## src/rtl/afpm_sched_pkg.sv

```systemverilog
// -----------------------------------------------------------------------------
// afpm_sched_pkg
// Shared definitions for the FP16 multiplier scheduler:
//   - sched_state_t : scheduler FSM states (IDLE, ISSUE, WAIT, RESP)
//   - FP16 field widths / exponent bias and the canonical quiet-NaN pattern
//   - NUM_REQ       : number of requesters sharing the multiplier
// -----------------------------------------------------------------------------
package afpm_sched_pkg;

    typedef enum logic [1:0] {
        ST_IDLE  = 2'd0,
        ST_ISSUE = 2'd1,
        ST_WAIT  = 2'd2,
        ST_RESP  = 2'd3
    } sched_state_t;

    localparam int FP16_W      = 16;
    localparam int FP16_SIGN_W = 1;
    localparam int FP16_EXP_W  = 5;
    localparam int FP16_MAN_W  = 10;
    localparam int FP16_BIAS   = 15;

    // Quiet NaN returned when the datapath never answers.
    localparam logic [FP16_W-1:0] FP16_QNAN = 16'h7E00;

    localparam int NUM_REQ = 2;

endpackage

```

## src/rtl/afpm_rr_arb2.sv

```systemverilog
// -----------------------------------------------------------------------------
// afpm_rr_arb2
// Two-way round-robin grant logic (purely combinational).
// Ports:
//   valid   [1:0] : request vector, bit i = requester i
//   pointer       : preferred requester when both are valid
//   grant   [1:0] : one-hot grant, all-zero when nothing is valid
// -----------------------------------------------------------------------------
module afpm_rr_arb2 (
    input  logic [1:0] valid,
    input  logic       pointer,
    output logic [1:0] grant
);

    for (genvar gi = 0; gi < 2; gi++) begin : g_grant
        // A requester wins when it is valid and either the other side is idle
        // or the pointer prefers it; the pointer never blocks a lone request.
        assign grant[gi] = valid[gi] & (~valid[1-gi] | (pointer == 1'(gi)));
    end

endmodule

```

## src/rtl/afpm_mul_scheduler.sv

```systemverilog
// -----------------------------------------------------------------------------
// afpm_mul_scheduler
// Shares one FP16 multiplier datapath between two requesters, one operation
// in flight at a time, with round-robin arbitration.
//
// Optional feature: define AFPM_SCHED_TIMEOUT_EN to enable a WAIT-state
// watchdog. After DONE_TMO enabled WAIT cycles without mul_done the scheduler
// answers with a quiet NaN and rsp_err=1. Without the macro WAIT lasts until
// mul_done and rsp_err is constant 0.
//
// Ports:
//   clk, rst_n          : clock, asynchronous active-low reset
//   ena                 : global enable, low freezes all state
//   req_valid[1:0]      : per-requester request
//   req_a/req_b[31:0]   : FP16 operands, requester i in bits [16i+15:16i]
//   req_ready[1:0]      : one-hot acceptance pulse (IDLE only)
//   mul_start           : one-cycle start pulse to the datapath
//   mul_a/mul_b[15:0]   : registered operands for the datapath
//   mul_done, mul_result: datapath completion pulse and product
//   rsp_valid/rsp_id/rsp_data/rsp_err : response, held until rsp_ready
//   rsp_ready           : consumer accepts the response
// -----------------------------------------------------------------------------
module afpm_mul_scheduler
    import afpm_sched_pkg::*;
#(
    parameter int DONE_TMO = 15
) (
    input  logic        clk,
    input  logic        rst_n,
    input  logic        ena,
    input  logic [1:0]  req_valid,
    input  logic [31:0] req_a,
    input  logic [31:0] req_b,
    output logic [1:0]  req_ready,
    output logic        mul_start,
    output logic [15:0] mul_a,
    output logic [15:0] mul_b,
    input  logic        mul_done,
    input  logic [15:0] mul_result,
    output logic        rsp_valid,
    output logic        rsp_id,
    output logic [15:0] rsp_data,
    output logic        rsp_err,
    input  logic        rsp_ready
);

    if (DONE_TMO < 1) begin : g_tmo_check
        $error("DONE_TMO must be at least 1");
    end

    sched_state_t      state_reg, state_next;
    logic              ptr_reg, ptr_next;
    logic              id_reg, id_next;
    logic [FP16_W-1:0] mul_a_reg, mul_a_next;
    logic [FP16_W-1:0] mul_b_reg, mul_b_next;
    logic [FP16_W-1:0] rsp_data_reg, rsp_data_next;
    logic [1:0]        grant;

`ifdef AFPM_SCHED_TIMEOUT_EN
    localparam int TMO_W = $clog2(DONE_TMO + 1);
    logic [TMO_W-1:0]  timer_reg, timer_next;
    logic              rsp_err_reg, rsp_err_next;
`endif

    // Unpack the per-requester operand lanes.
    logic [FP16_W-1:0] op_a [NUM_REQ];
    logic [FP16_W-1:0] op_b [NUM_REQ];

    for (genvar gi = 0; gi < NUM_REQ; gi++) begin : g_unpack
        assign op_a[gi] = req_a[gi*FP16_W +: FP16_W];
        assign op_b[gi] = req_b[gi*FP16_W +: FP16_W];
    end

    afpm_rr_arb2 u_arb (
        .valid   (req_valid),
        .pointer (ptr_reg),
        .grant   (grant)
    );

    // Next-state and datapath register updates. With ena low nothing moves.
    always_comb begin
        state_next    = state_reg;
        ptr_next      = ptr_reg;
        id_next       = id_reg;
        mul_a_next    = mul_a_reg;
        mul_b_next    = mul_b_reg;
        rsp_data_next = rsp_data_reg;
`ifdef AFPM_SCHED_TIMEOUT_EN
        timer_next    = timer_reg;
        rsp_err_next  = rsp_err_reg;
`endif
        if (ena) begin
            case (state_reg)
                ST_IDLE: begin
                    if (|grant) begin
                        // grant is one-hot, so bit 1 is the granted index.
                        id_next    = grant[1];
                        ptr_next   = ~grant[1];
                        mul_a_next = op_a[grant[1]];
                        mul_b_next = op_b[grant[1]];
                        state_next = ST_ISSUE;
                    end
                end
                ST_ISSUE: begin
                    state_next = ST_WAIT;
`ifdef AFPM_SCHED_TIMEOUT_EN
                    timer_next = '0;
`endif
                end
                ST_WAIT: begin
                    if (mul_done) begin
                        rsp_data_next = mul_result;
`ifdef AFPM_SCHED_TIMEOUT_EN
                        rsp_err_next  = 1'b0;
`endif
                        state_next    = ST_RESP;
                    end
`ifdef AFPM_SCHED_TIMEOUT_EN
                    else if (timer_reg == TMO_W'(DONE_TMO - 1)) begin
                        // This is the DONE_TMO-th WAIT cycle with no answer.
                        rsp_data_next = FP16_QNAN;
                        rsp_err_next  = 1'b1;
                        state_next    = ST_RESP;
                    end else begin
                        timer_next = timer_reg + TMO_W'(1);
                    end
`endif
                end
                ST_RESP: begin
                    if (rsp_ready) begin
                        state_next = ST_IDLE;
                    end
                end
                default: begin
                    state_next = ST_IDLE;
                end
            endcase
        end
    end

    always_ff @(posedge clk or negedge rst_n) begin
        if (!rst_n) begin
            state_reg    <= ST_IDLE;
            ptr_reg      <= 1'b0;
            id_reg       <= 1'b0;
            mul_a_reg    <= '0;
            mul_b_reg    <= '0;
            rsp_data_reg <= '0;
`ifdef AFPM_SCHED_TIMEOUT_EN
            timer_reg    <= '0;
            rsp_err_reg  <= 1'b0;
`endif
        end else begin
            state_reg    <= state_next;
            ptr_reg      <= ptr_next;
            id_reg       <= id_next;
            mul_a_reg    <= mul_a_next;
            mul_b_reg    <= mul_b_next;
            rsp_data_reg <= rsp_data_next;
`ifdef AFPM_SCHED_TIMEOUT_EN
            timer_reg    <= timer_next;
            rsp_err_reg  <= rsp_err_next;
`endif
        end
    end

    // Handshake strobes come straight from the state so they last exactly
    // as long as the state does, and vanish while ena is low.
    assign req_ready = (ena && (state_reg == ST_IDLE)) ? grant : 2'b00;
    assign mul_start = ena && (state_reg == ST_ISSUE);
    assign rsp_valid = (state_reg == ST_RESP);
    assign rsp_id    = id_reg;
    assign rsp_data  = rsp_data_reg;
    assign mul_a     = mul_a_reg;
    assign mul_b     = mul_b_reg;

`ifdef AFPM_SCHED_TIMEOUT_EN
    assign rsp_err   = rsp_err_reg;
`else
    assign rsp_err   = 1'b0;
`endif

endmodule

```

## config.mk

```make
export PLATFORM = sky130hd
export DESIGN_NAME = afpm_mul_scheduler
export DESIGN_NICKNAME = d
export VERILOG_FILES = /design/src/rtl/afpm_sched_pkg.sv /design/src/rtl/afpm_rr_arb2.sv /design/src/rtl/afpm_mul_scheduler.sv
export SDC_FILE = /design/constraint.sdc
export NUM_CORES = 1
export LEC_CHECK = 0
export ABC_AREA = 1
export ABC_CLOCK_PERIOD_IN_PS = 1590
export CAP_MARGIN = 15
export CORE_MARGIN = 2
export CORE_UTILIZATION = 40
export DETAILED_ROUTE_END_ITERATION = 6
export GPL_TIMING_DRIVEN = 0
export PLACE_DENSITY = 0.81
export SYNTH_ARGS = -nofsm -noshare
export SYNTH_HDL_FRONTEND = slang
export SYNTH_SLANG_ARGS = --single-unit
```

## constraint.sdc

```tcl
create_clock -name clk -period 1.59 [get_ports clk]
set_input_delay 0.2385 -clock clk [delete_from_list [all_inputs] [get_ports clk]]
set_output_delay 0.2385 -clock clk [all_outputs]
set_load 0.01 [all_outputs]
```

# == Word level (Yosys, flattened, before mapping) ==
# Cells that the tools add are included.
# word_totals
reg_bits,52
latchBits,0
mem_bits_rw,0
romBits,0
input_bits,87
output_inout_bits,54
wordCells,40
n_memories,0
# classes
n_addsub,0
multipliers,0
div,0
magnitude_cmp,1
n_eq_ne,6
n_shift,0
muxes,11
n_bitwise,9
n_reduce_logical,7
# op_table
op,count
16-bit 2-to-1 mux,6
2-bit 2-to-1 mux,4
2-bit one-hot mux with 4 select lines,1
3-bit AND reduction,2
"2-bit equality test, second input constant",2
"2-bit inequality test, second input constant",2
1-bit inverter,4
4-bit AND reduction,1
1-bit AND,2
"2-bit by 1-bit equality test with 1-bit output, second input constant",1
"2-bit greater-or-equal comparator, second input constant",1
1-bit logical AND,2
2-bit zero test,1
"2-bit by 1-bit inequality test with 1-bit output, second input constant",1
1-bit inverter with 2-bit output,1
1-bit OR,2
2-bit OR reduction,1

# == Depth between registers and ports, before layout ==
# logic_depth
word_depth,7
ltp_mapped,9
ltp_nobuf,8

# == Modules after synthesis ==
# Synthesis repeated with hierarchy kept, for this count alone.
# unflattened
cells_unflattened,286
hier_area_um2,2508.7
# modules_own_cells
module,n_inst,cells_per_inst,area_each_um2,seq_area_each_um2
afpm_mul_scheduler,1,281,2488.6,1301.2
afpm_rr_arb2,1,5,20.0,0.0

# == Worst setup path before layout ==
# No wires, ideal clock.
# synth_path
path_type,reg-to-output
from,register state_reg[0]
to,output req_ready[0]
t_arrival_ns,1.238
required_ns,1.351
setup_slack_ns,0.113
path_stages_with_launch,8
n_path_buf,1
path_cell_list,dfrtp_1 -> inv_1 -> ha_1 -> nand2_1 -> clkinv_1 -> nand3_4 -> buf_2 -> inv_1
# synth_between
elab_chain_cells,3
# synth_rtl
element,line,text
from (decl),afpm_mul_scheduler.sv:51,"sched_state_t state_reg, state_next;"
from (signal assigned),afpm_mul_scheduler.sv:154,state_reg <= state_next;
2-bit zero test,afpm_mul_scheduler.sv:169,assign req_ready = (ena && (state_reg == ST_IDLE)) ? grant : 2'b00;
1-bit logical AND,afpm_mul_scheduler.sv:169,
2-bit 2-to-1 mux,afpm_mul_scheduler.sv:169,
to (decl),afpm_mul_scheduler.sv:34,"output logic [1:0] req_ready,"
# Every way passes these cells.

# == Worst setup path after layout ==
# Ends and elaborated chain as after synthesis.

==> results summary <==
The flow ran to the end, but the final reports show violations. The final reports fail on DRC, setup timing. Dividing total power by cell area gives a power density of about 1500 nW/um^2. The worst setup path is of the flip-flop to output pin kind.

Of the post-synthesis cell area, the dominant cell type holds 0.486. The number of ports placed on the die boundary is about 140. The vias after detailed routing came out at around 2800. The starting density of the core came out at 0.417. The cell sitting at the root of the clock tree is a clkbuf_8.

The clock buffer count from CTS came out at 5. The synthesized net count came out at about 450. The routed design has 7700 um of wire. The count of unique library cells instantiated by Yosys is 19.

The average size of a mapped cell came out at approximately 7.5 um^2. For this run, the total global-route usage over all layers was measured as 0.214. In the post-synthesis netlist, the biggest area contributors are dfrtp_1, nand2_1, nand3_1, inv_1, o21ai_0. The number of antenna violations at the first check in global routing is 0.

The weighted congestion reported at the end of routability-driven placement came out at around 0.78. The number of global-route vias before repair came out at between 2000 and 3000. The total core area is 6420 um^2.

Clock skew on the completed layout was measured at between 0.006 and 0.007 ns. The total power draw is ~6600 uW. The number of warnings issued by yosys is 0. The number of maximum-capacitance violations is 0. The min-delay analysis places its worst path in the category input pin to flip-flop.

The highest net fanout along the worst path came out at 3. The placed wire-length estimate is about 5700 um. The timing-limited maximum frequency came out at 613 MHz. The number of setup violations in the final report came out at 1.

The static power due to leakage came out at approximately 0.0022 uW. In this run the horizontal extent of the chip is about 86 um. The share of the Yosys chip area taken by registers is 0.486. The count of nets after finishing is between 500 and 600. The cell area that synthesis handed to floorplanning was between 2000 and 3000 um^2. The number of H-tree branching levels came out at 2. The number of rows created at floorplan is 29. Setup repair after global routing could not meet its margin everywhere. The global route total overflow is 0.

The number of port buffers is around 140. The max-slew violation count came to 0. For this run, design rule violations remaining after detail routing come to 10. The average detailed-routed wire length per instance came out at about 13 um.

dfrtp_1 takes more of the synthesized area than any other cell. The number of DRC violations after detailed-routing iteration 0 came out at 101. Data arrives at the worst endpoint at approximately 1.4 ns. The clock-pin slew reported for the worst setup and hold paths after clock tree synthesis is about 0.090 ns. In the final layout, the share of cells above drive strength 1 is 0.100.

The worst voltage drop across the vdd grid came out at 0.000828 V. The first-pass GRT wire length is approximately 13000 um. TritonCTS built the clock tree. The insertion delay of the later-clocked pin in the worst-skew pair came out at 0.30 ns. The die is roughly 86 um tall.

The shortest period the worst path allows came out at 1.63 ns. The post-detailed-route count of antenna-violating nets came out at 0. The detailed-router iteration count before antenna repair is 6. The share of the clock period used by the worst path came out at 1.03. The detail-routed via count per cell is 4.83. Counting every sink on the clock net gives 52. Entering global routing, the biggest net connects 33 pins. The floorplan step defined a die boundary enclosing approximately 7400 um^2. The synthesized instance count is about 360. The antenna diode count is 0. The number of failing hold endpoints at the final stage is 0. Fill cells in the final layout number roughly 530.

The standard cell area after detailed placement came out at between 4000 and 5000 um^2. No sink is reached through more buffers than the 2 on the longest clock path. Once layout is done, the placed cells without fillers occupy approximately 4400 um^2. STA classifies the critical path endpoint as an output pin. The flip-flop and latch count after synthesis is 52.

STA classifies the critical path startpoint as a flip-flop. The worst setup slack after layout came out at -0.0411 ns. From synthesis to final layout, the design area changed by 63.2%. The required time at the worst-slack endpoint is 1.35 ns.
[cell type report]
cell class | count | area, um^2 | share of cell area
inverters | 28 | 110 | 0.0252
clock buffers | 6 | 72.6 | 0.0166
well taps | 77 | 96.3 | 0.0220
flip-flops and latches | 52 | 1300 | 0.297
repair buffers | 146 | 1460 | 0.333
clock inverters | 2 | 35.0 | 0.00801
plain buffers | 23 | 149 | 0.0340
multi-input cells | 252 | 1150 | 0.264
[cell families (layout without fill, tap and decap cells)]
logic type	count (synthesis)	count (layout)	share of synthesized area
fa+ha+maj	4	4	0.0187
buf+inv	51	205	0.0910
other cells	1	1	0.00140
flops	52	52	0.486
simple gates	229	229	0.370
compound gates	18	18	0.0336
[path summary, 6_finish.rpt]
path                         startpoint           end  slack (ns)  cells after the start
setup / recovery           state_reg[0]  req_ready[0]       -0.04                      8
max in group asynchronous         rst_n     mul_b[14]        0.64                      3
hold reg to reg             rsp_data[9]   rsp_data[9]        0.49                      2
setup reg to reg           state_reg[0]     mul_a[12]        0.12                      9
min in group asynchronous         rst_n   rsp_data[9]        0.41                      2
hold / removal             req_valid[1]       ptr_reg        0.35                      4
[report_power, final]
part / switching, uW / internal, uW
Clock: 436 / 468
Combinational: 1530 / 1850
Sequential: 344 / 1940
Total: 2310 / 4260
[synth_stat cells (all sizes together)]
library cell and instances:
conb 1, or2 1, nand4 2, inv 27
a21oi 1, nand3 69, nand2 157, o21ai 17
clkinv 1, ha 4, buf 18, clkbuf 5
dfrtp 52
[what timing repair did]
action,CTS,global route
pin swaps,2,2
setup buffers,5,1
endpoints found under the setup margin,25,18
resized for setup,26,7
hold buffers,1,0
endpoints found under the hold margin,20,0
[per-layer routing]
metal  global-route usage  wire, um  vias to the layer above
met3               0.0808       780                        5
met5                    0         0                        -
met4               0.0505        61                        0
met2                0.362      3610                      107
li1                     -         -                     1415
met1                0.259      3250                     1302
[per-stage QoR]
step / hold slack [ns] / setup TNS [ns] / setup slack, ns / utilization / std cells
2_1_floorplan: -0.0571 / 0 / 0.113 / - / 355
3_3_place_gp: 0.454 / -68.80 / -1.28 / 0.647 / 570
3_5_place_dp: 0.226 / -3.17 / -0.594 / 0.650 / 571
4_1_cts: 0.346 / -0.0536 / -0.0520 / 0.679 / 585
5_1_grt: 0.374 / -0.145 / -0.110 / 0.681 / 586
6_report: 0.347 / -0.0411 / -0.0411 / 0.681 / 586
[layout by cell type (no fill, tap or decap), types with 2 or more instances in the layout]
| master | count |
|---|---|
| buf_2 | 9 |
| nand4_1 | 2 |
| clkbuf_8 | 5 |
| nand3_4 | 2 |
| nand2_1 | 153 |
| inv_2 | 4 |
| ha_1 | 3 |
| clkdlybuf4s50_1 | 133 |
| nand2_4 | 2 |
| clkbuf_2 | 3 |
| nand2_2 | 2 |
| nand3_1 | 67 |
| clkbuf_1 | 3 |
| o21ai_0 | 17 |
| buf_6 | 6 |
| inv_1 | 23 |
| buf_4 | 11 |
| dfrtp_1 | 52 |
[worst max-delay path, stage by stage, from the launching register on]
cell	delay, ns
dfrtp_1	0.41
inv_2	0.09
ha_4	0.15
nand2_4	0.05
clkinv_4	0.06
nand3_4	0.06
buf_6	0.13
inv_2	0.04
buf_6	0.09
Power figures use the tool's default switching activity.
